--- src/rtl/nco_freq_meter.sv ---
// nco_freq_meter: gated rising-edge counter whose result is also presented as a
// 64-bit NCO phase increment (edge count scaled by 2^(64-GATE_LOG2)).
// Optional macro NCO_FREQ_METER_GLITCH_FILTER_EN inserts a 3-sample majority
// filter after the input synchronizer so single-cycle pulses are rejected.
module nco_freq_meter #(
  parameter int GATE_LOG2  = 20,
  parameter bit CONTINUOUS = 1'b0
) (
  input  logic                 clk,
  input  logic                 rst_n,
  input  logic                 sig_in,
  input  logic                 start,
  output logic                 busy,
  output logic                 meas_valid,
  output logic [GATE_LOG2-1:0] edge_count,
  output logic [63:0]          phase_inc_meas
);

  typedef enum logic [0:0] {
    IDLE = 1'b0,
    GATE = 1'b1
  } state_e;

  state_e               state_q, state_d;
  logic                 sync1_q, sync2_q, prev_q;
  logic                 cur_s, edge_s, last_s;
  logic [GATE_LOG2-1:0] gate_cnt_q, gate_cnt_d;
  logic [GATE_LOG2-1:0] edge_cnt_q, edge_cnt_d;
  logic [GATE_LOG2-1:0] edge_sum_s;
  logic [GATE_LOG2-1:0] edge_count_q, edge_count_d;
  logic [63:0]          phase_q, phase_d;
  logic                 meas_valid_q, meas_valid_d;
  logic                 busy_q, busy_d;

  // Two-flop synchronizer for the asynchronous input.
  always_ff @(posedge clk or negedge rst_n) begin
    if (!rst_n) begin
      sync1_q <= 1'b0;
      sync2_q <= 1'b0;
    end else begin
      sync1_q <= sig_in;
      sync2_q <= sync1_q;
    end
  end

`ifdef NCO_FREQ_METER_GLITCH_FILTER_EN
  logic tap_a_q, tap_b_q, filt_q;

  function automatic logic maj3(input logic a, input logic b, input logic c);
    return (a & b) | (a & c) | (b & c);
  endfunction

  // Majority of the last three synchronized samples, registered (2 cycles added).
  always_ff @(posedge clk or negedge rst_n) begin
    if (!rst_n) begin
      tap_a_q <= 1'b0;
      tap_b_q <= 1'b0;
      filt_q  <= 1'b0;
    end else begin
      tap_a_q <= sync2_q;
      tap_b_q <= tap_a_q;
      filt_q  <= maj3(sync2_q, tap_a_q, tap_b_q);
    end
  end

  assign cur_s = filt_q;
`else
  assign cur_s = sync2_q;
`endif

  assign edge_s     = cur_s & ~prev_q;
  assign last_s     = (gate_cnt_q == {GATE_LOG2{1'b1}});
  assign edge_sum_s = edge_cnt_q + GATE_LOG2'(edge_s);

  // Next-state, counter and result logic; the final window count includes an
  // edge seen on the last gate cycle, and the next window starts from zero.
  always_comb begin
    state_d      = state_q;
    gate_cnt_d   = gate_cnt_q;
    edge_cnt_d   = edge_cnt_q;
    edge_count_d = edge_count_q;
    phase_d      = phase_q;
    meas_valid_d = 1'b0;
    case (state_q)
      IDLE: begin
        if (start) begin
          state_d    = GATE;
          gate_cnt_d = {GATE_LOG2{1'b0}};
          edge_cnt_d = {GATE_LOG2{1'b0}};
        end else begin
          state_d = IDLE;
        end
      end
      GATE: begin
        if (last_s) begin
          edge_count_d = edge_sum_s;
          phase_d      = {edge_sum_s, {(64-GATE_LOG2){1'b0}}};
          meas_valid_d = 1'b1;
          gate_cnt_d   = {GATE_LOG2{1'b0}};
          edge_cnt_d   = {GATE_LOG2{1'b0}};
          state_d      = CONTINUOUS ? GATE : IDLE;
        end else begin
          gate_cnt_d = gate_cnt_q + GATE_LOG2'(1);
          edge_cnt_d = edge_sum_s;
        end
      end
      default: begin
        state_d = IDLE;
      end
    endcase
    busy_d = (state_d == GATE);
  end

  // State, counters and registered outputs.
  always_ff @(posedge clk or negedge rst_n) begin
    if (!rst_n) begin
      state_q      <= IDLE;
      prev_q       <= 1'b0;
      gate_cnt_q   <= {GATE_LOG2{1'b0}};
      edge_cnt_q   <= {GATE_LOG2{1'b0}};
      edge_count_q <= {GATE_LOG2{1'b0}};
      phase_q      <= 64'd0;
      meas_valid_q <= 1'b0;
      busy_q       <= 1'b0;
    end else begin
      state_q      <= state_d;
      prev_q       <= cur_s;
      gate_cnt_q   <= gate_cnt_d;
      edge_cnt_q   <= edge_cnt_d;
      edge_count_q <= edge_count_d;
      phase_q      <= phase_d;
      meas_valid_q <= meas_valid_d;
      busy_q       <= busy_d;
    end
  end

  assign busy           = busy_q;
  assign meas_valid     = meas_valid_q;
  assign edge_count     = edge_count_q;
  assign phase_inc_meas = phase_q;

endmodule
--- config.mk ---
export PLATFORM = sky130hd
export DESIGN_NAME = nco_freq_meter
export DESIGN_NICKNAME = d
export VERILOG_FILES = /design/src/rtl/nco_freq_meter.sv
export SDC_FILE = /design/constraint.sdc
export NUM_CORES = 1
export LEC_CHECK = 0
export BUFFER_PORTS_ARGS = -buffer_cell sky130_fd_sc_hd__buf_2
export CAP_MARGIN = 0
export CORE_MARGIN = 2
export CORE_UTILIZATION = 35
export DETAILED_ROUTE_END_ITERATION = 8
export GPL_ROUTABILITY_DRIVEN = 0
export HOLD_SLACK_MARGIN = 0.05
export PLACE_DENSITY_LB_ADDON = 0.12
export REMOVE_ABC_BUFFERS = 1
export SYNTH_ARGS = -nofsm -noshare
export SYNTH_HDL_FRONTEND = slang
export SYNTH_SLANG_ARGS = --single-unit
--- constraint.sdc ---
create_clock -name clk -period 3.7 [get_ports clk]
set_input_delay 0.185 -clock clk [delete_from_list [all_inputs] [get_ports clk]]
set_output_delay 0.185 -clock clk [all_outputs]
set_load 0.1 [all_outputs]
==> flow_summary.toml, run 1 <==
[worst_setup_path]
startpoint = "gate_cnt_q[0]$_DFFE_PN0P_"
rr_worst_depth = 7
arrival_ns = 2.84
timing.rr.start = "gate_cnt_q[0]$_DFFE_PN0P_"
timing.rr.end = "edge_cnt_q[19]$_DFFE_PN0P_"
crit_path_max_incr_delay_ns = 0.82
crit_chain = "ha_1, nand4_1, nor3_4, a31oi_4, buf_4, a41oi_1, a31oi_1"
start_kind = "flip-flop"
setup.worst_path.class = "flip-flop to flip-flop"
crit_slowest_cell = "a31oi_4"
path_max_fanout = 38
worst_ep_required_time_ns = 3.96
cp-end-kind = "flip-flop"
ff2ff_setup_slack_ns = 1.13

[logic_synthesis]
synth-seq-area-share_pct = 44.0
synth_top_cell_by_area = "dfrtp_1"
synth_cell_types = 40
synth_flop_cell = "dfrtp_1"
syn_area_um2 = 3700
yosys-top-cells-area = "dfrtp_1 (44%), buf_4 (13%), a31oi_1 (5.2%)"
synth-edff-count = 0
netlist_instances = 397
synthArstFlopShare_pct = 100
synth-seq-cells = 65
yosysWarnings = 0
avgSynthCellArea_um2 = 9.31
synth.top_cell.area_share_pct = 44.0

[routing]
wl_um = 7060
ant_nets = 0
wl_per_cell_um = 12.7
vias = 2646
first_pass_iters = 4
via_per_inst = 4.74
drcViolationCount = 0
drt_first_iter_violations = 55

[global_route]
use_met1_pct = 17.8
met3_usage_pct = 2.55
grt_use_total_pct = 12.8
overflow = 0
grt_pass1_vias = 2316
grt_pass1_wl_um = 11600
grt_start_max_net_pins = 44
grt.busiest_layer = "met2"
antenna_found_initial = 0
grt_util_met2_pct = 19.5

[cts]
clk_pin_slew_worst_paths_ns = 0.08
cts_buffer_depth = 2
post_cts_resized = 0
htreeDepth = 3
cts_num_sinks = 65
tritoncts = "built"
clk_latency_ns = 0.35
cts_buffers = 9
cts_root_buf = "clkbuf_8"

[final_layout]
seq_area_um2 = 1630
fill_cells = 1097
drive_above_1_share_pct = 17.3
multi_input_area_um2 = 1640
area_growth_pct = 5.96
num-nets-final = 424
antenna_cells = 0

[floorplanning]
pin_count = 90
die_h_um = 107
die_area_um2 = 11400
start_util_pct = 36.0
die_width_um = 107
std_cell_rows = 37
core_um2 = 10300

[sta]
grt_setup_unrepaired = "no"
timing.final.crit_share_pct = 69.5
fin_crit_ns = 2.57
whs_ns = 0.324
timing.fmax_ghz = 0.389
hold_viol_final = 0
maxSlewViolCount = 0
setup_viol = 0
tns_ns = 0
max_slew_margin_pct = 34.2
worst_pin_slew_ns = 0.988
fin_skew_ns = 0.00886

[job]
max-cap-violations = 0

[outcome]
status = "complete, no violations"

[placed_design]
dp_hpwl_um = 4670
io_buffer_count = 45

[pwr]
ir_worst_vdd_mv = 0.227
powerDensity_nw_per_um2 = 533
cellLeakagePower_nw = 1.97

[hold_path]
hp-class = "input pin to flip-flop"
min_path_cells = 3
min_to = "edge_cnt_q[1]$_DFFE_PN0P_"
hp-start = "start"
==> cell usage in the layout, fill, tap and decap left out, types with 4 or more instances in the layout <==
master,count
clkbuf_8,10
buf_4,4
o21ai_0,19
a31oi_1,31
nand2_1,51
xnor2_1,9
and3_1,8
dfrtp_1,65
nand2b_1,7
o21ai_1,7
nor2_1,15
a22o_1,8
and4_1,6
a21o_1,6
conb_1,44
buf_2,45
a41oi_1,4
nand4_1,7
a21oi_1,18
xor2_1,9
nand3_1,16
==> state kept, by name, indices dropped and copies added, names as in the netlist <==
register / cells
prev_q: 1
gate_cnt_q: 20
meas_valid: 1
edge_cnt_q: 20
edge_count: 20
cur_s: 1
busy: 1
sync1_q: 1
==> routing by layer <==
| metal | wire [um] | part of all wire [%] | vias up |
|---|---|---|---|
| met5 | 0 | 0 | - |
| met4 | 121 | 1.7 | 0 |
| met3 | 319 | 4.5 | 12 |
| met2 | 3130 | 44 | 68 |
| met1 | 3490 | 49 | 1234 |
| li1 | - | - | 1332 |
==> cell usage after synthesis (3+ instances only) <==
library cell and number:
dfrtp_1 65, buf_4 64, nand2_1 51, a31oi_1 31, o21ai_0 19, a21oi_1 18, nand3_1 16, nor2_1 15
clkbuf_1 12, xnor2_1 9, xor2_1 9, a22o_1 8, and3_1 8, buf_2 7, nand2b_1 7, nand4_1 7
o21ai_1 7, a21o_1 6, and4_1 6, a41oi_1 4, ha_1 3, inv_1 3
==> critical path, delay by kind of cell (launching register included) <==
family          cells  cell delay (ns)
fa+ha+maj           1             0.26
flops               1             0.41
buf+inv             1             0.42
simple gates        2             0.25
compound gates      3             1.14
==> worst max-delay path by stage <==
stage	endpoint	slack [ns]	depth (start not counted)
finish	edge_cnt_q[19]$_DFFE_PN0P_	1.13	7
global route	edge_cnt_q[14]$_DFFE_PN0P_	0.89	8
CTS	edge_cnt_q[19]$_DFFE_PN0P_	1.13	7
detailed placement	edge_cnt_q[14]$_DFFE_PN0P_	1.15	8
global placement	edge_cnt_q[14]$_DFFE_PN0P_	1.18	8
floorplan	edge_cnt_q[6]$_DFFE_PN0P_	0.99	4
==> final cells by class <==
type                       count  area share (%)
timing repair buffer          51            7.03
clock inverter                 5            1.41
multi-input combinational    287            41.8
inverter                       3           0.287
sequential                    65            41.5
tap                          136            4.34
clock buffer                  11            3.61
==> cells by family (layout without fill, tap and decap cells) <==
family                     Yosys count  count (layout)  synth area share [%]
adders and majority gates            3               3                  1.02
AOI/OAI and AO/OA                   96              96                  16.3
muxes                                3               3                 0.846
DFF                                 65              65                  44.0
xor gates and xnor gates            18              18                  4.26
other                                1              44                 0.101
and+or+nand+nor                    123             123                  17.4
buffers and inverters               88              70                  16.1
==> through the flow <==
step	cells	setup WS (ns)	area, um2	utilization, %	power [W]
3_3_place_gp	540	1.18	3700	36.0	0.00147
6_report	558	1.13	3920	38.1	0.00209
2_1_floorplan	355	0.990	3280	-	0.00139
4_1_cts	558	1.13	3920	38.1	0.00211
5_1_grt	558	0.890	3920	38.1	0.00220
3_5_place_dp	540	1.15	3700	36.0	0.00148
==> where the power goes <==
part | total (W) | switching (W) | leakage, nW | internal [W]
clock | 0.000617 | 0.000290 | 0.0953 | 0.000328
sequential | 0.000992 | 0.000169 | 0.819 | 0.000823
combinational | 0.000477 | 0.000330 | 1.06 | 0.000148
total | 0.00209 | 0.000788 | 1.97 | 0.00130
==> timing repair <==
item / in CTS / in global routing
buffers inserted: 0 / 0
hold buffers: 2 / 0
hold endpoints to repair: 43 / 0
(Power assumes the default switching activity.)
==> run 2, diff against run 1 <==
==> constraint.sdc (replaced) <==
create_clock -name clk -period 2.5 [get_ports clk]
set_input_delay 0.125 -clock clk [delete_from_list [all_inputs] [get_ports clk]]
set_output_delay 0.125 -clock clk [all_outputs]
set_load 0.1 [all_outputs]
==> run 2 against run 1 <==
Against the previous run: hold slack worse by 0.088 ns; total power is 46% higher; largest power group unchanged; die area stayed put.
==> flow_summary.toml, run 2 (same netlist as run 1, synthesis figures left out) <==
[floorplanning]
pin_count = 90
die_h_um = 107
std_cell_rows = 37
die_area_um2 = 11400
start_util_pct = 36.0
die_width_um = 107
core_um2 = 10300

[routing]
first_pass_iters = 4
wl_per_cell_um = 12.5
ant_nets = 0
vias = 2655
via_per_inst = 4.70
wl_um = 7040
drcViolationCount = 0
drt_first_iter_violations = 72

[sta]
timing.fmax_ghz = 0.483
max_slew_margin_pct = 61.6
worst_pin_slew_ns = 0.576
setup_viol = 0
timing.final.crit_share_pct = 82.9
finalWorstSetupSlack_ns = 0.429
hold_viol_final = 0
maxSlewViolCount = 0
fin_crit_ns = 2.07
grt_setup_unrepaired = "no"
fin_skew_ns = 0.00870
tns_ns = 0

[worst_setup_path]
timing.rr.start = "cur_s$_DFF_PN0_"
start_kind = "flip-flop"
ff2ff_setup_slack_ns = 0.43
cp-end-kind = "flip-flop"
arrival_ns = 2.31
worst_ep_required_time_ns = 2.73
rr_worst_depth = 8
setup.worst_path.class = "flip-flop to flip-flop"
timing.rr.end = "edge_cnt_q[10]$_DFFE_PN0P_"
path_max_fanout = 5

[cts]
cts_buffer_depth = 2
cts_setup_buffers = 0
clk_pin_slew_worst_paths_ns = 0.07
clk_latency_ns = 0.34
cts_buffers = 9
cts_root_buf = "clkbuf_8"
htreeDepth = 3
cts_num_sinks = 65
post_cts_resized = 0
tritoncts = "built"

[pwr]
powerDensity_nw_per_um2 = 765
ir_worst_vdd_mv = 0.380
cellLeakagePower_nw = 2.01
p_total_w = 0.00305

[placed_design]
dp_cells = 547
dp_hpwl_um = 4710
io_buffer_count = 45
dp_slack_ns = 0.401

[final_layout]
num-nets-final = 431
final_common_cell = "dfrtp_1"
multi_input_area_um2 = 1640
area_growth_pct = 7.82
post-route-util_pct = 38.8
final_cell_mix = "dfrtp_1 (65), nand2_1 (51), buf_2 (45)"
seq_area_um2 = 1630
drive_above_1_share_pct = 18.4
antenna_cells = 0
fill_cells = 1073
instances_no_fill = 565

[global_route]
grt_start_max_net_pins = 66
grt_pass1_wl_um = 11900
grt_use_total_pct = 13.1
overflow = 0
grt_pass1_vias = 2418
antenna_found_initial = 0

[hold_path]
hp-start = "start"
min_path_cells = 4
hp-class = "input pin to flip-flop"
min_to = "busy$_DFF_PN0_"

[outcome]
status = "complete, no violations"

[job]
max-cap-violations = 0
==> run 2: changes by cell type in the layout (fill, tap and decap cells not counted), sizes merged <==
cell | previous run | this run
clkinv | 2 | 3
clkinvlp | 2 | 1
buf | 49 | 56
==> run 2: worst max-delay path by stage <==
stage,cells past startpoint,endpoint,start
floorplan,4,edge_cnt_q[6]$_DFFE_PN0P_,busy$_DFF_PN0_
global placement,8,edge_cnt_q[14]$_DFFE_PN0P_,prev_q$_DFF_PN0_
detailed placement,8,edge_cnt_q[14]$_DFFE_PN0P_,cur_s$_DFF_PN0_
CTS,8,edge_cnt_q[14]$_DFFE_PN0P_,cur_s$_DFF_PN0_
global route,8,edge_cnt_q[10]$_DFFE_PN0P_,cur_s$_DFF_PN0_
finish,8,edge_cnt_q[10]$_DFFE_PN0P_,cur_s$_DFF_PN0_
==> run 2: critical path: stages (launching register included) <==
cell	delay, ns
dfrtp_1	0.35
nor2b_1	0.13
ha_1	0.23
ha_1	0.26
nand3_1	0.15
nor2_1	0.24
nand3_1	0.18
a21o_1	0.21
a22o_1	0.21
==> run 2: through the flow <==
step	hold slack, ns	instance area, um2
2_1_floorplan	-0.171	3280
3_3_place_gp	0.177	3780
3_5_place_dp	0.174	3780
4_1_cts	0.232	3990
5_1_grt	0.261	3990
6_report	0.236	3990
==> run 2: timing repair <==
| item | 4_1_cts | 5_1_grt |
|---|---|---|
| endpoints found under the hold margin | 66 | 0 |
| setup endpoints to repair | 0 | 0 |
| hold buffers | 2 | 0 |
==> run 2: area by class of cell <==
type	count	share of cell area, %
Inverter	3	0.282
Multi-Input combinational cell	287	41.1
Sequential cell	65	40.8
Timing Repair Buffer	58	8.85
Tap cell	136	4.27
Clock buffer	11	3.30
Clock inverter	5	1.41
==> run 2: where the power goes <==
part	switching, W	internal (W)	total [W]
Combinational	0.000489	0.000223	0.000711
Sequential	0.000252	0.00122	0.00147
Clock	0.000410	0.000459	0.000869
Total	0.00115	0.00190	0.00305
==> run 2: routing by layer <==
metal | share of wire [%] | vias to the layer above | global-route usage (%)
met5 | 0 | - | 0
met4 | 1.0 | 0 | 4.73
met3 | 4.3 | 8 | 3.10
met2 | 46 | 60 | 20.7
met1 | 48 | 1239 | 17.6
li1 | - | 1348 | -
==> run 3, diff against run 2 <==
--- a/config.mk
+++ b/config.mk
@@ -5,6 +5,7 @@
 export SDC_FILE = /design/constraint.sdc
 export NUM_CORES = 1
 export LEC_CHECK = 0
+export ABC_AREA = 1
 export BUFFER_PORTS_ARGS = -buffer_cell sky130_fd_sc_hd__buf_2
 export CAP_MARGIN = 0
 export CORE_MARGIN = 2
==> constraint.sdc (replaced) <==
create_clock -name clk -period 1.71 [get_ports clk]
set_input_delay 0.0855 -clock clk [delete_from_list [all_inputs] [get_ports clk]]
set_output_delay 0.0855 -clock clk [all_outputs]
set_load 0.1 [all_outputs]
==> run 3 against run 2 <==
Against the previous run: clock power grew 42%; worst setup slack lost 0.30 ns; hold slack lost 0.056 ns; sequential power grew 39%; maximum frequency grew 31%; die area grew 3.9%; total power grew 60%; critical path depth grew 1; synthesized cell count grew 28%; sequential share of layout area shrank 3.4 points; critical path type unchanged.
==> flow_summary.toml, run 3 <==
[outcome]
status = "complete, no violations"

[worst_setup_path]
cp-end-kind = "flip-flop"
path_common_cell = "nand2_1"
timing.rr.end = "edge_count[7]$_DFFE_PN0P_"
crit_slowest_cell = "dfrtp_1"
timing.rr.start = "prev_q$_DFF_PN0_"
worst_ep_required_time_ns = 2.01
crit_path_max_incr_delay_ns = 0.36
arrival_ns = 1.88
rr_worst_depth = 9
ff2ff_setup_slack_ns = 0.13
start_kind = "flip-flop"
setup.worst_path.class = "flip-flop to flip-flop"
path_max_fanout = 5
crit_chain = "nor2_1, ha_2, buf_4, nand3_2, inv_2, nand2_2, xor2_1, nand2_1, nand2_1"

[sta]
max_slew_margin_pct = 58.4
setup_viol = 0
fin_crit_ns = 1.58
timing.fmax_ghz = 0.634
maxSlewViolCount = 0
fin_skew_ns = 0.0128
tns_ns = 0
timing.final.crit_share_pct = 92.2
whs_ns = 0.180
hold_viol_final = 0
worst_pin_slew_ns = 0.624

[final_layout]
antenna_cells = 0
fill_cells = 1115
area_growth_pct = 12.9
final_cell_mix = "nand2_1 (202), dfrtp_1 (65), nor2_1 (45), buf_2 (45), conb_1 (44)"
num-nets-final = 567
post-route-util_pct = 40.3
instances_no_fill = 704
final_common_cell = "nand2_1"
drive_above_1_share_pct = 18.6

[global_route]
grt_pass1_wl_um = 14300
grt_pass1_vias = 2956
antenna_found_initial = 0
grt_use_total_pct = 15.8
grt_start_max_net_pins = 25
overflow = 0

[hold_path]
min_path_cells = 4
hp-class = "input pin to flip-flop"
hp-start = "start"
min_to = "busy$_DFF_PN0_"

[cts]
tritoncts = "built"
cts_buffers = 9
clk_pin_slew_worst_paths_ns = 0.08
cts_num_sinks = 65
cts_root_buf = "clkbuf_8"
cts_buffer_depth = 2
htreeDepth = 3
clk_latency_ns = 0.36

[logic_synthesis]
synth-seq-cells = 65
syn_area_um2 = 3850
synth_commonest_cells = "nand2_1 (203), dfrtp_1 (65), buf_4 (64)"
synth.most_common_cell = "nand2_1"
netlist_instances = 510
avgSynthCellArea_um2 = 7.55
synth-edff-count = 0
synth_flop_cell = "dfrtp_1"
synth_top_cell_by_area = "dfrtp_1"
yosysWarnings = 0
synth_cell_types = 30
synth.top_cell.area_share_pct = 42.3
synth-seq-area-share_pct = 42.3
yosys-top-cells-area = "dfrtp_1 (42%), nand2_1 (20%), buf_4 (12%)"
synthArstFlopShare_pct = 100

[routing]
vias = 3092
drt_first_iter_violations = 92
drcViolationCount = 0
first_pass_iters = 4
wl_per_cell_um = 12.2
wl_um = 8620
via_per_inst = 4.39
ant_nets = 0

[floorplanning]
pin_count = 90
std_cell_rows = 38
die_width_um = 109
start_util_pct = 35.7
die_area_um2 = 11900
die_h_um = 109
core_um2 = 10800

[pwr]
cellLeakagePower_nw = 2.13
powerDensity_nw_per_um2 = 1120
ir_worst_vdd_mv = 0.449

[placed_design]
dp_cells = 684
io_buffer_count = 45
dp_hpwl_um = 6390

[job]
max-cap-violations = 0
## run 3: cell types whose count changed after synthesis, sizes merged, moves of 10 or more
cell and delta:
a21oi -17, a31oi -32, clkbuf -10, inv +23, nand2 +155, nor2 +37
xor2 +12
## run 3: cell type report
type                    instances  area, um2  share of cell area (%)
multi-input cells             387       1790                    41.3
flip-flops and latches         65       1630                    37.4
repair buffers                 70        463                    10.7
well taps                     140        175                    4.03
clock buffers                  13        169                    3.89
inverters                      27        104                    2.39
clock inverters                 2       12.5                   0.288
## run 3: kinds of logic after synthesis
family                     after synthesis  synth area share [%]
adders and majority gates                3                 0.975
DFF                                     65                  42.3
other                                    1                0.0974
AOI/OAI and AO/OA                       31                  4.36
and+or+nand+nor                        286                  30.5
xor gates and xnor gates                23                  5.23
buffers and inverters                  101                  16.5
## run 3: repair_timing
action / CTS / global route
endpoints found under the hold margin: 23 / 0
endpoints found under the setup margin: 0 / 36
setup buffers: 0 / 3
resized for setup: 0 / 16
hold buffers: 2 / 0
## run 3: critical path: cells and delay by family, from the launching register on
family / cells / cell delay (ns)
buffers and inverters: 2 / 0.24
and+or+nand+nor: 5 / 0.47
DFF: 1 / 0.36
adders and majority gates: 1 / 0.21
xor gates and xnor gates: 1 / 0.25
## run 3: metrics by stage
stage / power (W) / area [um2] / setup slack (ns)
global placement: 0.00360 / 4070 / 0.0660
global route: 0.00518 / 4340 / -0.0125
CTS: 0.00488 / 4270 / 0.0260
finish: 0.00487 / 4340 / 0.133
detailed placement: 0.00361 / 4070 / 0.0533
floorplan: 0.00327 / 3480 / -0.862
## run 3: metal layers
layer | GRT usage, % | part of all wire [%] | vias to the layer above
met5 | 0 | 0 | -
met4 | 6.96 | 2.1 | 0
met3 | 4.12 | 4.8 | 19
met2 | 26.9 | 48 | 77
met1 | 18.7 | 45 | 1436
li1 | - | - | 1560
## run 3: where the power goes
part / switching [W] / internal (W)
clock: 0.000599 / 0.000635
sequential: 0.000276 / 0.00177
combinational: 0.00123 / 0.000362
total: 0.00211 / 0.00276
## run 3: worst max-delay path by stage
stage	startpoint	to	depth (start not counted)
2_1_floorplan	busy$_DFF_PN0_	gate_cnt_q[3]$_DFFE_PN0P_	3
3_3_place_gp	gate_cnt_q[0]$_DFFE_PN0P_	edge_cnt_q[10]$_DFFE_PN0P_	9
3_5_place_dp	gate_cnt_q[0]$_DFFE_PN0P_	edge_cnt_q[12]$_DFFE_PN0P_	9
4_1_cts	gate_cnt_q[0]$_DFFE_PN0P_	edge_cnt_q[12]$_DFFE_PN0P_	9
5_1_grt	cur_s$_DFF_PN0_	edge_count[15]$_DFFE_PN0P_	11
6_report	prev_q$_DFF_PN0_	edge_count[7]$_DFFE_PN0P_	9
